File: src/rtl/lock_pkg.sv
// Shared types and sizing helpers for the combination-lock sequencer.
// The state encoding is exported on the debug LEDs, so values are fixed.
package lock_pkg;

  typedef enum logic [2:0] {
    ENTRY   = 3'd0,
    CHECK   = 3'd1,
    OPEN    = 3'd2,
    PROGRAM = 3'd3,
    LOCKOUT = 3'd4
  } state_t;

  // Bits needed to hold values 0..n-1, never less than one.
  function automatic int cnt_w(input int n);
    return (n < 2) ? 1 : $clog2(n);
  endfunction

endpackage

File: src/rtl/edge_detect.sv
// Turns a key level into a one-cycle press pulse on the rising edge.
// The history flop resets high so a key held through reset is not a press.
module edge_detect (
  input  logic i_clk,
  input  logic i_rst,
  input  logic i_lvl,
  output logic o_press
);

  logic r_q;

  always_ff @(posedge i_clk) begin
    if (i_rst) r_q <= 1'b1;
    else       r_q <= i_lvl;
  end

  assign o_press = i_lvl & ~r_q;

endmodule

File: src/rtl/lock_sequencer.sv
// Combination-lock sequencer: collects digits on ENTER presses, checks them
// against a programmable code, counts failed tries and enforces a lockout.
module lock_sequencer
  import lock_pkg::*;
#(
  parameter int                          DIGITS         = 4,
  parameter int                          DIGIT_W        = 4,
  parameter logic [DIGITS*DIGIT_W-1:0]   RESET_CODE     = 16'h1234,
  parameter int                          MAX_TRIES      = 3,
  parameter int                          LOCKOUT_CYCLES = 16
) (
  input  logic                               clk,
  input  logic                               RESET,
  input  logic                               enter,
  input  logic [DIGIT_W-1:0]                 digit,
  input  logic                               prog,
  output logic                               unlocked,
  output logic                               locked_out,
  output logic                               err,
  output logic                               prog_done,
  output logic [cnt_w(DIGITS)-1:0]           digit_idx,
  output logic [cnt_w(MAX_TRIES+1)-1:0]      tries_left,
  output logic [2:0]                         state
);

  localparam int IW = cnt_w(DIGITS);
  localparam int TW = cnt_w(MAX_TRIES + 1);
  localparam int CW = cnt_w(LOCKOUT_CYCLES);
  localparam int CODE_W = DIGITS * DIGIT_W;

  localparam logic [IW-1:0] IDX_LAST  = IW'(DIGITS - 1);
  localparam logic [TW-1:0] TRIES_MAX = TW'(MAX_TRIES);
  localparam logic [TW-1:0] TRIES_ONE = TW'(1);
  localparam logic [CW-1:0] CNT_LOAD  = CW'(LOCKOUT_CYCLES - 1);

  state_t              r_state;
  state_t              w_next;
  logic [CODE_W-1:0]   r_code;
  logic [IW-1:0]       r_idx;
  logic [TW-1:0]       r_tries;
  logic [CW-1:0]       r_cnt;
  logic                r_mismatch;
  logic                r_unlocked;
  logic                r_locked;
  logic                r_err;
  logic                r_done;
  logic                w_press;
  logic                w_err_nxt;
  logic                w_done_nxt;
  logic [DIGIT_W-1:0]  w_cur;
  logic                w_last;

  edge_detect u_enter_edge (
    .i_clk   (clk),
    .i_rst   (RESET),
    .i_lvl   (enter),
    .o_press (w_press)
  );

  // Digit 0 occupies the most significant nibble of the code.
  assign w_cur  = r_code[(DIGITS - 1 - int'(r_idx)) * DIGIT_W +: DIGIT_W];
  assign w_last = (r_idx == IDX_LAST);

  always_ff @(posedge clk) begin
    if (RESET) r_state <= ENTRY;
    else       r_state <= w_next;
  end

  always_comb begin
    w_next     = r_state;
    w_err_nxt  = 1'b0;
    w_done_nxt = 1'b0;
    case (r_state)
      ENTRY:   if (w_press && w_last) w_next = CHECK;
      CHECK: begin
        if (!r_mismatch) begin
          w_next = OPEN;
        end else begin
          w_err_nxt = 1'b1;
          w_next    = (r_tries > TRIES_ONE) ? ENTRY : LOCKOUT;
        end
      end
      OPEN:    if (w_press) w_next = prog ? PROGRAM : ENTRY;
      PROGRAM: begin
        if (w_press && w_last) begin
          w_next     = ENTRY;
          w_done_nxt = 1'b1;
        end
      end
      LOCKOUT: if (r_cnt == '0) w_next = ENTRY;
      default: w_next = ENTRY;
    endcase
  end

  always_ff @(posedge clk) begin
    if (RESET) begin
      r_code     <= RESET_CODE;
      r_idx      <= '0;
      r_tries    <= TRIES_MAX;
      r_cnt      <= '0;
      r_mismatch <= 1'b0;
      r_unlocked <= 1'b0;
      r_locked   <= 1'b0;
      r_err      <= 1'b0;
      r_done     <= 1'b0;
    end else begin
      // Flag outputs track the state being entered so they line up with it.
      r_unlocked <= (w_next == OPEN) || (w_next == PROGRAM);
      r_locked   <= (w_next == LOCKOUT);
      r_err      <= w_err_nxt;
      r_done     <= w_done_nxt;
      case (r_state)
        ENTRY: begin
          if (w_press) begin
            r_mismatch <= r_mismatch | (digit != w_cur);
            r_idx      <= w_last ? '0 : r_idx + 1'b1;
          end
        end
        CHECK: begin
          r_mismatch <= 1'b0;
          if (!r_mismatch) begin
            r_tries <= TRIES_MAX;
          end else if (r_tries > TRIES_ONE) begin
            r_tries <= r_tries - 1'b1;
          end else begin
            r_tries <= '0;
            r_cnt   <= CNT_LOAD;
          end
        end
        OPEN: begin
          if (w_press && prog) r_idx <= '0;
        end
        PROGRAM: begin
          if (w_press) begin
            r_code[(DIGITS - 1 - int'(r_idx)) * DIGIT_W +: DIGIT_W] <= digit;
            r_idx <= w_last ? '0 : r_idx + 1'b1;
          end
        end
        LOCKOUT: begin
          if (r_cnt == '0) begin
            r_tries <= TRIES_MAX;
            r_idx   <= '0;
          end else begin
            r_cnt <= r_cnt - 1'b1;
          end
        end
        default: begin
          r_idx      <= '0;
          r_mismatch <= 1'b0;
        end
      endcase
    end
  end

  assign unlocked   = r_unlocked;
  assign locked_out = r_locked;
  assign err        = r_err;
  assign prog_done  = r_done;
  assign digit_idx  = r_idx;
  assign tries_left = r_tries;
  assign state      = r_state;

endmodule
File: config.mk
export PLATFORM = sky130hd
export DESIGN_NAME = lock_sequencer
export DESIGN_NICKNAME = d
export VERILOG_FILES = /design/src/rtl/lock_pkg.sv /design/src/rtl/edge_detect.sv /design/src/rtl/lock_sequencer.sv
export SDC_FILE = /design/constraint.sdc
export NUM_CORES = 1
export LEC_CHECK = 0
export BUFFER_PORTS_ARGS = -buffer_cell sky130_fd_sc_hd__buf_4
export CELL_PAD_IN_SITES_DETAIL_PLACEMENT = 1
export CELL_PAD_IN_SITES_GLOBAL_PLACEMENT = 2
export CORE_MARGIN = 2
export CORE_UTILIZATION = 32
export CTS_BUF_LIST = sky130_fd_sc_hd__clkbuf_8 sky130_fd_sc_hd__clkbuf_16
export DETAILED_ROUTE_END_ITERATION = 10
export HOLD_SLACK_MARGIN = 0.08
export PLACE_DENSITY = 0.73
export SLEW_MARGIN = 20
export SYNTH_ARGS = -nofsm -noshare
export SYNTH_HDL_FRONTEND = slang
export SYNTH_HIERARCHICAL = 1
export SYNTH_SLANG_ARGS = --single-unit
File: constraint.sdc
create_clock -name clk -period 1.6 [get_ports clk]
set_clock_uncertainty 0.15 [all_clocks]
set_input_delay 0.16 -clock clk [delete_from_list [all_inputs] [get_ports clk]]
set_output_delay 0.16 -clock clk [all_outputs]
set_load 0.02 [all_outputs]
; ---- Word-level counts from Yosys, hierarchy flattened
; Index checks and enable logic that the tools add are counted.
[totals]
output_inout_bits = 11
inputBits = 8
regBits = 33
[classes]
muxes = 26
n_reduce_logical = 15
order_cmp = 1
eq_ne = 16
n_shift = 3
add_sub_neg = 5
bitwise_logic = 6
[ops]
columns = cell, n
row1 = $neg 5->33, 1
row2 = $shift 4x33->16 const A, 1
row3 = $shiftx 4x33->16, 1
row4 = $mux 3, 6
row5 = $bwmux 16, 1
row6 = $mux 2, 8
row7 = $shiftx 16x5->4, 1
row8 = $pmux 3 s5, 1
row9 = $eq 3x2->1 const B, 4
row10 = $mux 4, 3
row11 = $ne 2x2->1 const B, 6
row12 = $pmux 2 s4, 1
row13 = $pmux 4 s2, 1
row14 = $reduce_and 4->1, 2
row15 = $eq 3x3->1 const B, 2
row16 = $reduce_and 2->1, 3
row17 = $reduce_or 2->1, 3
row18 = $logic_not 4->1, 1
row19 = $ne 4x4->1, 1
row20 = $not 1->1, 4
row21 = $pmux 2 s2, 1
row22 = $sub 4x1->4 const B, 1
row23 = $eq 3x1->1 const B, 1
row24 = $logic_not 3->1, 1
row25 = 14 further kinds, 17

; ---- Longest topological paths before layout
; Gate-level depths: netlist of the first run.
[depth]
word_depth = 7
ltp_mapped = 7
mapped_depth_nobuf = 6

; ---- Cells and area by module
; Netlist of the first run, hierarchy kept.
[by_module_without_submodules]
columns = mod, cells_each, n_inst, area_per_inst_um2
row1 = lock_sequencer, 190, 1, 1675.4
row2 = edge_detect, 3, 1, 32.5

; ---- Worst setup path before layout of the first run
; OpenSTA, ideal clock, no wires.
[synth_timing]
path_type = reg2reg
startpoint = register r_idx[0], in the netlist digit_idx[0]
endpoint = register r_mismatch
path_stages_with_launch = 6
arrival_time_ns = 1.608
period_less_slack_ns = 1.888
n_path_buf = 1
required_ns = 1.320
path_slack_ns = -0.288
path_cell_list = dfxtp_1 buf_6 mux4_2 xor2_1 o311ai_2 nand3_1
[synth_between]
elab_chain_len = 6
[synth_lines]
columns = element, line_no
row1 = from (decl), lock_sequencer.sv:39  ; logic [IW-1:0] r_idx;
row2 = from (signal assigned), lock_sequencer.sv:116  ; r_idx <= w_last ? '0 : r_idx + 1'b1;
row3 = from (signal assigned), lock_sequencer.sv:136  ; r_idx <= w_last ? '0 : r_idx + 1'b1;
row4 = $sub 2x2->3, lock_sequencer.sv:61  ; assign w_cur = r_code[(DIGITS - 1 - int'(r_idx)) * DIGIT_W +: DIGIT_W];
row5 = $shiftx 16x5->4, lock_sequencer.sv:61
row6 = $ne 4x4->1, lock_sequencer.sv:115  ; r_mismatch <= r_mismatch | (digit != w_cur);
row7 = $or 1x1->1, lock_sequencer.sv:115
row8 = $mux 1, lock_sequencer.sv:114  ; if (w_press) begin
row9 = $pmux 1 s2, lock_sequencer.sv:112  ; case (r_state)
row10 = to (signal assigned), lock_sequencer.sv:115
row11 = to (decl), lock_sequencer.sv:42  ; logic r_mismatch;
; Every way passes these cells. The select of a mux whose other input is x is not followed.
; A chain may end at the register's enable or synchronous reset.

; ---- Worst setup path after layout of the first run
[layout_timing]
startpoint = register r_cnt[1]
endpoint = register r_tries[1], in the netlist tries_left[1]
[layout_between]
elab_chain_len = 3
[layout_lines]
columns = element, line_no
row1 = from (decl), lock_sequencer.sv:41  ; logic [CW-1:0] r_cnt;
row2 = from (signal assigned), lock_sequencer.sv:144  ; r_cnt <= r_cnt - 1'b1;
row3 = $logic_not 4->1, lock_sequencer.sv:140  ; if (r_cnt == '0) begin
row4 = $ne 2x2->1 (no line), -
row5 = $reduce_and 2->1 (no line), -
row6 = to (signal assigned), lock_sequencer.sv:124  ; r_tries <= r_tries - 1'b1;
row7 = to (decl), lock_sequencer.sv:40  ; logic [TW-1:0] r_tries;
; Every way passes these cells.

==> results of run 1 <==
worst register-to-register path, delay by kind of cell, from the launching register on:
family,cells,cell delay (ns)
AO/OA/AOI/OAI,3,0.61
adder cells (fa/ha/maj),1,0.13
buffers and inverters,1,0.06
flip-flops,1,0.33
AND/OR/NAND/NOR,1,0.39
synth_stat cells, types with 2 or more instances:
| cell type | instances |
|---|---|
| a311oi_1 | 3 |
| buf_2 | 3 |
| nand2b_1 | 5 |
| dfxtp_1 | 33 |
| xnor2_1 | 4 |
| nand4_1 | 14 |
| a21oi_1 | 19 |
| nand3_1 | 6 |
| buf_6 | 2 |
| nor3b_1 | 3 |
| a31oi_1 | 3 |
| nand2_1 | 23 |
| xor2_1 | 2 |
| nor3_1 | 5 |
| mux2i_1 | 6 |
| o21ai_1 | 4 |
| inv_1 | 8 |
| mux4_2 | 2 |
| nor2_1 | 5 |
| ha_1 | 5 |
| o2111ai_1 | 2 |
| clkbuf_1 | 9 |
| a2111oi_0 | 4 |
cells in the final DEF (no fill, tap or decap), types with 3 or more instances in the layout:
master / n
nor3_1: 4
a21oi_1: 18
nand4_1: 14
o21ai_1: 4
nand3_1: 6
nand2b_1: 4
dfxtp_1: 26
nand2_1: 22
inv_2: 3
dfxtp_2: 5
clkbuf_8: 7
nor2_1: 3
inv_1: 5
buf_4: 45
dlygate4sd3_1: 7
mux2i_1: 6
buf_6: 4
xnor2_1: 4
registers in the layout (all words and copies together), names as in the netlist:
register and count:
r_code 16, r_cnt 4, state 3, digit_idx 2, tries_left 2, err 1, locked_out 1, prog_done 1
r_mismatch 1, u_enter_edge/r_q 1, unlocked 1
metrics by stage:
step	total power [mW]	cell area (sq um)	setup TNS [ns]	std cells	worst slack, ns
3_5_place_dp	1.01	2090	-1.85	293	-0.237
4_1_cts	1.76	2370	-0.935	312	-0.209
3_3_place_gp	1.01	2090	-0.496	293	-0.121
6_report	1.75	2460	-1.15	313	-0.196
5_1_grt	1.84	2460	-2.06	313	-0.272
2_1_floorplan	0.942	1750	-0.638	193	-0.150
what timing repair did:
action	in CTS	in global routing
hold buffers	7	0
setup endpoints to repair	25	29
buffers inserted	4	1
gates resized for setup	14	22
endpoints found under the hold margin	18	0
pin swaps	5	6
routing by layer:
layer / part of all wire [%] / global-route usage, % / up-vias
met5: 0 / 0 / -
li1: - / - / 805
met1: 43 / 22.8 / 835
met2: 52 / 34.3 / 28
met3: 3.1 / 4.82 / 10
met4: 2.0 / 7.50 / 0
layout make-up:
cell class / instances / area (sq um) / share of cell area (%)
timing repair buffer: 56 / 453 / 18.4
inverter: 9 / 36.3 / 1.47
clock buffer: 7 / 96.3 / 3.91
sequential: 33 / 674 / 27.4
multi-input combinational: 137 / 1110 / 45.1
clock inverter: 1 / 5.00 / 0.203
tap: 70 / 87.6 / 3.55
worst max path at each step:
stage	start	endpoint	slack, ns	cells after the start
2_1_floorplan	digit_idx[0]	r_mismatch	-0.15	5
3_3_place_gp	r_cnt[1]	digit_idx[1]	-0.12	6
3_5_place_dp	r_cnt[1]	tries_left[1]	-0.24	6
4_1_cts	r_cnt[1]	digit_idx[1]	-0.21	6
5_1_grt	r_cnt[1]	digit_idx[0]	-0.27	6
6_report	r_cnt[1]	tries_left[1]	-0.20	6
power breakdown:
group          internal [mW]  switching, mW
clock                  0.389          0.329
combinational         0.0884          0.109
sequential             0.827        0.00831
total                   1.30          0.446
cells by family after synthesis:
kind of cell	count (synthesis)	share of synthesized area (%)
xor gates and xnor gates	7	4.03
DFF	33	38.7
buffers and inverters	23	6.15
adders and majority gates	5	3.66
AOI/OAI and AO/OA	45	18.2
muxes	10	7.47
and+or+nand+nor	70	21.8
==> results.ini, run 1 <==
[sta]
hold_viol = 0
fin_hold_ws_ns = 0.0908
drv_slew = 0
tightest_slew_ns = 0.480
finalSetupViolations = 10
rsz0062_at_grt = yes
fmax_mhz = 557
setup_ws_ns = -0.196
slew_headroom_pct = 68.0
fin_crit_ns = 1.80
fin_crit_sh_pct = 112

[floorplanning]
die_y_um = 77.1
num_rows = 26
start_util_pct = 33.2
dieArea_sq_um = 5940
io_pins = 19
die_w_um = 77.1
coreArea_sq_um = 5140

[place]
gp_congestion = 0.819
io_buffers = 18
dp_hpwl_um = 3820

[synthesis]
avgSynthCellArea_sq_um = 8.85
synthCells = 193
synth_edf_count = 0
ys.flop_type = dfxtp_1
yosys.cell_types.count = 46
synth_top_area_share_pct = 38.7
async_reset_ff_share_pct = 0
ys_ff_latch = 33
yosys_warnings = 6
yosysSeqAreaShare_pct = 38.7
synth_nets = 206
yosys-top-cells-area = dfxtp_1, a21oi_1, nand4_1
synth_top_area_cell = dfxtp_1
syn_area_sq_um = 1710

[cells_and_area]
drive_gt1_share_pct = 39.5
fill_cells = 630
diodes = 0
postLayoutCoreUtil_pct = 48.0
syn2layout_area_growth_pct = 44.3
final_nets = 255

[min_path]
hold_class = input port to flop
holdPathEnd = digit_idx[1]
hold_depth = 4
min_from = RESET

[routing]
drc_errors = 0
drtIter0Drc = 49
dr.pass1.iters = 4
viasPerCell = 5.36
routedWlPerCell_um = 17.5
routed_wirelength_um = 5480
ant_nets = 0
vias = 1678

[clock_tree]
worstSkewPairLatency_ns = 0.29
cts_root_buf = clkbuf_8
clock-sinks = 33
cts_inserted_buffers = 5
htreeDepth = 2
clockBufferDepth = 2
path_clk_slew_ns = 0.08
cts_tree = done

[worst_setup_path]
critical_path_class = flop to flop
reg2reg_to = tries_left[1]
crit_family = compound AO/OA/AOI/OAI gates
slowest_delay_ns = 0.39
crit_buf_inv = 1
worstReg2RegStart = r_cnt[1]
critPathCaptureType = flop
crit_slowest_cell = or3b_4
r2r_cells = 6
critPathMaxFanout = 4
worst_ep_arrival_time_ns = 1.79
path_cells = inv_2, ha_4, or3b_4, o21a_2, o31ai_4, o311ai_2
regToRegSetupSlack_ns = -0.20
required_ns = 1.60
critPathLaunchType = flop

[flow_run]
cap_violations = 0

[grt]
grt_usage_pct = 19.5
antenna_found_initial = 0
overflow = 0
grt_pass1_vias = 1792
grt_max_degree = 13
grt_first_pass_wirelength_um = 9120

[run_status]
violations = negative setup slack
status = finished, violations left

[power_and_ir_drop]
power_density_nw_per_um2 = 710
p_leak_nw = 0.901
ir_worst_vdd_uv = 379

(Power assumes the default switching activity.)
==> inputs of run 2 (changes only) <==
PLACE_DENSITY = default   (was 0.73)
PLACE_DENSITY_LB_ADDON = 0.25   (was default)
==> run 2 against run 1 <==
  * The run still ends with negative setup slack left
  * Utilization increased by 0.073 points
  * Sequential cell count unchanged
  * Final cell count increased by 0.64%
  * Largest power group unchanged
  * Worst hold slack improved by 0.042 ns
  * Largest cell class unchanged
  * Sequential share of layout area increased by 0.16 points
==> results.ini, run 2 (synthesis results as in run 1) <==
[run_status]
status = finished, violations left
violations = negative setup slack

[sta]
rsz0062_at_grt = yes
hold_viol = 0
finalSetupViolations = 6
fin_crit_ns = 1.76
fmax_mhz = 570
fin_crit_sh_pct = 110
drv_slew = 0
setup_ws_ns = -0.155
slew_headroom_pct = 66.6
tightest_slew_ns = 0.500

[floorplanning]
die_w_um = 77.1
io_pins = 19
coreArea_sq_um = 5140
num_rows = 26
dieArea_sq_um = 5940
start_util_pct = 33.2
die_y_um = 77.1

[clock_tree]
cts_root_buf = clkbuf_8
path_clk_slew_ns = 0.07
htreeDepth = 2
cts_inserted_buffers = 5
worstSkewPairLatency_ns = 0.29
clockBufferDepth = 2
clock-sinks = 33
cts_tree = done

[worst_setup_path]
regToRegSetupSlack_ns = -0.16
reg2reg_to = r_mismatch
critPathCaptureType = flop
path_cells = mux4_2, xor2_1, o311ai_2, nand3_1
worstReg2RegStart = digit_idx[0]
crit_slowest_cell = mux4_2
slowest_delay_ns = 0.51
critPathLaunchType = flop
critPathMaxFanout = 6
required_ns = 1.61
worst_ep_arrival_time_ns = 1.76
r2r_cells = 4
critical_path_class = flop to flop

[power_and_ir_drop]
finalPower_mw = 1.64
ir_worst_vdd_uv = 441
power_density_nw_per_um2 = 664
p_leak_nw = 0.906

[grt]
grt_usage_pct = 19.6
antenna_found_initial = 0
grt_pass1_vias = 1809
grt_max_degree = 26
grt_first_pass_wirelength_um = 9270
overflow = 0

[flow_run]
cap_violations = 0

[routing]
ant_nets = 0
drtIter0Drc = 91
routed_wirelength_um = 5600
vias = 1691
drc_errors = 0
dr.pass1.iters = 4
routedWlPerCell_um = 17.8
viasPerCell = 5.37

[cells_and_area]
syn2layout_area_growth_pct = 44.5
fill_cells = 624
fin_cells = 315
drive_gt1_share_pct = 42.0
final_area_sq_um = 2470
mostFrequentLayoutCell = buf_4
diodes = 0
largest_register = r_code
largest_reg_flops = 16
postLayoutCoreUtil_pct = 48.0
final_cell_mix = buf_4, dfxtp_1, nand2_1, a21oi_1, nand4_1
final_nets = 257

[min_path]
hold_class = input port to flop
min_from = RESET
hold_depth = 2
holdPathEnd = prog_done

[place]
placed_cell_area_sq_um = 2110
io_buffers = 18
pre_cts_ws_ns = -0.272
gp_congestion = 0.839
dp_hpwl_um = 3650
placed_cells = 294

[run 2: final cells by class]
class	instances	area, sq um	share of cell area (%)
clock buffer	5	68.8	2.79
clock inverter	3	11.3	0.456
inverter	9	36.3	1.47
multi-input combinational	137	1120	45.4
sequential	33	679	27.5
tap	70	87.6	3.55
timing repair buffer	58	464	18.8
[run 2: where the power goes]
group	leakage, nW	switching [mW]	internal (mW)
Combinational	0.582	0.111	0.0844
Clock	0.0519	0.321	0.290
Sequential	0.271	0.00899	0.824
Total	0.906	0.441	1.20
[run 2: worst max-delay path: cells and delay by family (launching register included)]
kind / cells / cell delay (ns)
AO/OA/AOI/OAI: 1 / 0.28
multiplexers: 1 / 0.51
XOR/XNOR: 1 / 0.16
flip-flops: 1 / 0.39
AND/OR/NAND/NOR: 1 / 0.13
[run 2: routing by layer]
layer / vias to the layer above / track usage [%] / share of wire (%)
li1: 806 / - / -
met1: 848 / 25.1 / 45
met2: 28 / 33.6 / 51
met3: 9 / 3.18 / 2.9
met4: 0 / 6.61 / 1.4
met5: - / 0 / 0
[run 2: timing repair]
action                                 4_1_cts  5_1_grt
pin swaps                                    5       16
hold buffers                                 5        0
setup buffers                                5        3
endpoints found under the hold margin       15        0
setup endpoints to repair                   19       27
resized for setup                            8       30
[run 2: per-stage QoR]
| stage | TNS, ns | hold slack, ns |
|---|---|---|
| 2_1_floorplan | -0.638 | 0.0984 |
| 3_3_place_gp | -0.545 | 0.204 |
| 3_5_place_dp | -1.58 | 0.206 |
| 4_1_cts | -0.712 | 0.107 |
| 5_1_grt | -1.26 | 0.142 |
| 6_report | -0.675 | 0.133 |
[run 2: worst max path at each step]
stage,startpoint,end,slack [ns],cells past startpoint
5_1_grt,digit_idx[0],r_mismatch,-0.21,4
2_1_floorplan,digit_idx[0],r_mismatch,-0.15,5
6_report,digit_idx[0],r_mismatch,-0.16,4
3_3_place_gp,r_cnt[1],tries_left[1],-0.10,6
4_1_cts,r_cnt[1],tries_left[1],-0.17,6
3_5_place_dp,state[2],state[2],-0.27,5
==> inputs of run 3 (changes only) <==
REMOVE_ABC_BUFFERS = 1   (was default)
==> run 3 against run 2 <==
  * The flow still finishes with violations (negative setup slack)
  * Critical path type unchanged
  * Non-clock buffer count is the same
  * Sequential cell count did not move
  * Register-to-register slack worse by 0.03 ns
  * Utilization is 1.0 points lower
  * First-iteration DRC count is 7.7% lower
  * Largest cell class unchanged
==> results.ini, run 3 (synthesis results as in run 1) <==
[power_and_ir_drop]
p_leak_nw = 0.884
power_density_nw_per_um2 = 719
finalPower_mw = 1.74
ir_worst_vdd_uv = 434

[grt]
grt_first_pass_wirelength_um = 8780
grt_usage_pct = 18.6
grt_max_degree = 20
overflow = 0
grt_pass1_vias = 1734
antenna_found_initial = 0

[floorplanning]
dieArea_sq_um = 5940
coreArea_sq_um = 5140
die_w_um = 77.1
num_rows = 26
die_y_um = 77.1
start_util_pct = 33.2
io_pins = 19

[min_path]
hold_class = input port to flop
min_from = RESET

[routing]
ant_nets = 0
dr.pass1.iters = 4
routed_wirelength_um = 5250
routedWlPerCell_um = 16.7
drtIter0Drc = 84
viasPerCell = 5.29
drc_errors = 0
vias = 1665

[flow_run]
cap_violations = 0

[place]
gp_congestion = 0.883
pre_cts_ws_ns = -0.255
dp_hpwl_um = 3690
io_buffers = 18

[cells_and_area]
mostFrequentLayoutCell = buf_4
diodes = 0
fill_cells = 625
largest_reg_flops = 16
final_nets = 257
final_cell_mix = buf_4, dfxtp_1, nand2_1, a21oi_1, nand4_1
register_area_sq_um = 671
largest_register = r_code
drive_gt1_share_pct = 37.6
multiInputGateArea_sq_um = 1050
syn2layout_area_growth_pct = 41.4

[sta]
finalSetupViolations = 8
rsz0062_at_grt = yes
fmax_mhz = 560
hold_viol = 0
slew_headroom_pct = 68.5
fin_crit_ns = 1.79
setup_ws_ns = -0.187
tightest_slew_ns = 0.471
drv_slew = 0
fin_crit_sh_pct = 112

[clock_tree]
worstSkewPairLatency_ns = 0.29
cts_inserted_buffers = 5
cts_tree = done
htreeDepth = 2
cts_root_buf = clkbuf_8
clock-sinks = 33
path_clk_slew_ns = 0.07
clockBufferDepth = 2

[run_status]
status = finished, violations left
violations = negative setup slack

[worst_setup_path]
reg2reg_to = digit_idx[1]
critPathMaxFanout = 3
worst_ep_arrival_time_ns = 1.86
critical_path_class = flop to flop
endpoint = digit_idx[1]
critPathLaunch = r_cnt[1]
worstReg2RegStart = r_cnt[1]
required_ns = 1.67
regToRegSetupSlack_ns = -0.19
critPathLaunchType = flop
critPathCaptureType = flop
r2r_cells = 6

run 3: cell types whose count changed in the layout (fill, tap and decap cells not counted), moves of 2 or more:
cell	change
a2111oi_2	+3
a2111oi_4	-2
a21oi_1	+3
a21oi_2	-3
buf_4	-3
clkbuf_8	+2
dfxtp_2	+2
dfxtp_4	-3
dlygate4sd3_1	+3
inv_1	-2
nand2b_1	+2
run 3: metrics by stage:
stage | hold slack, ns | cells | utilization [%] | TNS (ns) | area [sq um]
after floorplan | 0.0791 | 179 | - | -6.13 | 1640
after global placement | 0.202 | 297 | 40.8 | -1.13 | 2100
after detailed placement | 0.208 | 297 | 40.8 | -2.93 | 2100
after CTS | 0.125 | 314 | 45.9 | -0.863 | 2360
after global routing | 0.151 | 315 | 47.0 | -1.80 | 2410
final | 0.140 | 315 | 47.0 | -0.896 | 2410
run 3: layer usage:
layer	GRT usage (%)	vias up	routed length (um)
li1	-	810	-
met5	0	-	0
met3	4.24	9	175
met4	6.79	0	82
met2	31.1	32	2660
met1	23.5	814	2330
run 3: repair_timing:
action | CTS | global route
setup endpoints to repair | 28 | 26
pin swaps | 9 | 2
buffers inserted | 1 | 1
gates resized for setup | 20 | 15
hold buffers | 8 | 0
hold endpoints to repair | 25 | 0
run 3: worst min path at each step:
stage	end	slack, ns	cells past startpoint
5_1_grt	r_code[1]	0.15	3
3_5_place_dp	u_enter_edge/r_q	0.21	2
3_3_place_gp	u_enter_edge/r_q	0.20	2
4_1_cts	state[1]	0.13	3
2_1_floorplan	r_code[0]	0.08	1
6_report	r_code[15]	0.14	3
run 3: worst max-delay path: stages, from the launching register on:
cell     delay (ns)
dfxtp_2        0.33
inv_2          0.06
ha_4           0.13
or3b_4         0.40
a31o_1         0.23
a21oi_2        0.20
mux2i_1        0.21
run 3: report_power, final:
| group | internal (mW) | switching, mW |
|---|---|---|
| Sequential | 0.829 | 0.00798 |
| Combinational | 0.0859 | 0.106 |
| Clock | 0.389 | 0.318 |
run 3: final cells by class:
cell class                      count  share of cell area [%]
Timing Repair Buffer               58                    19.7
Clock inverter                      1                   0.207
Multi-Input combinational cell    137                    43.3
Inverter                            9                    1.40
Tap cell                           70                    3.63
Clock buffer                        7                    3.99
Sequential cell                    33                    27.8
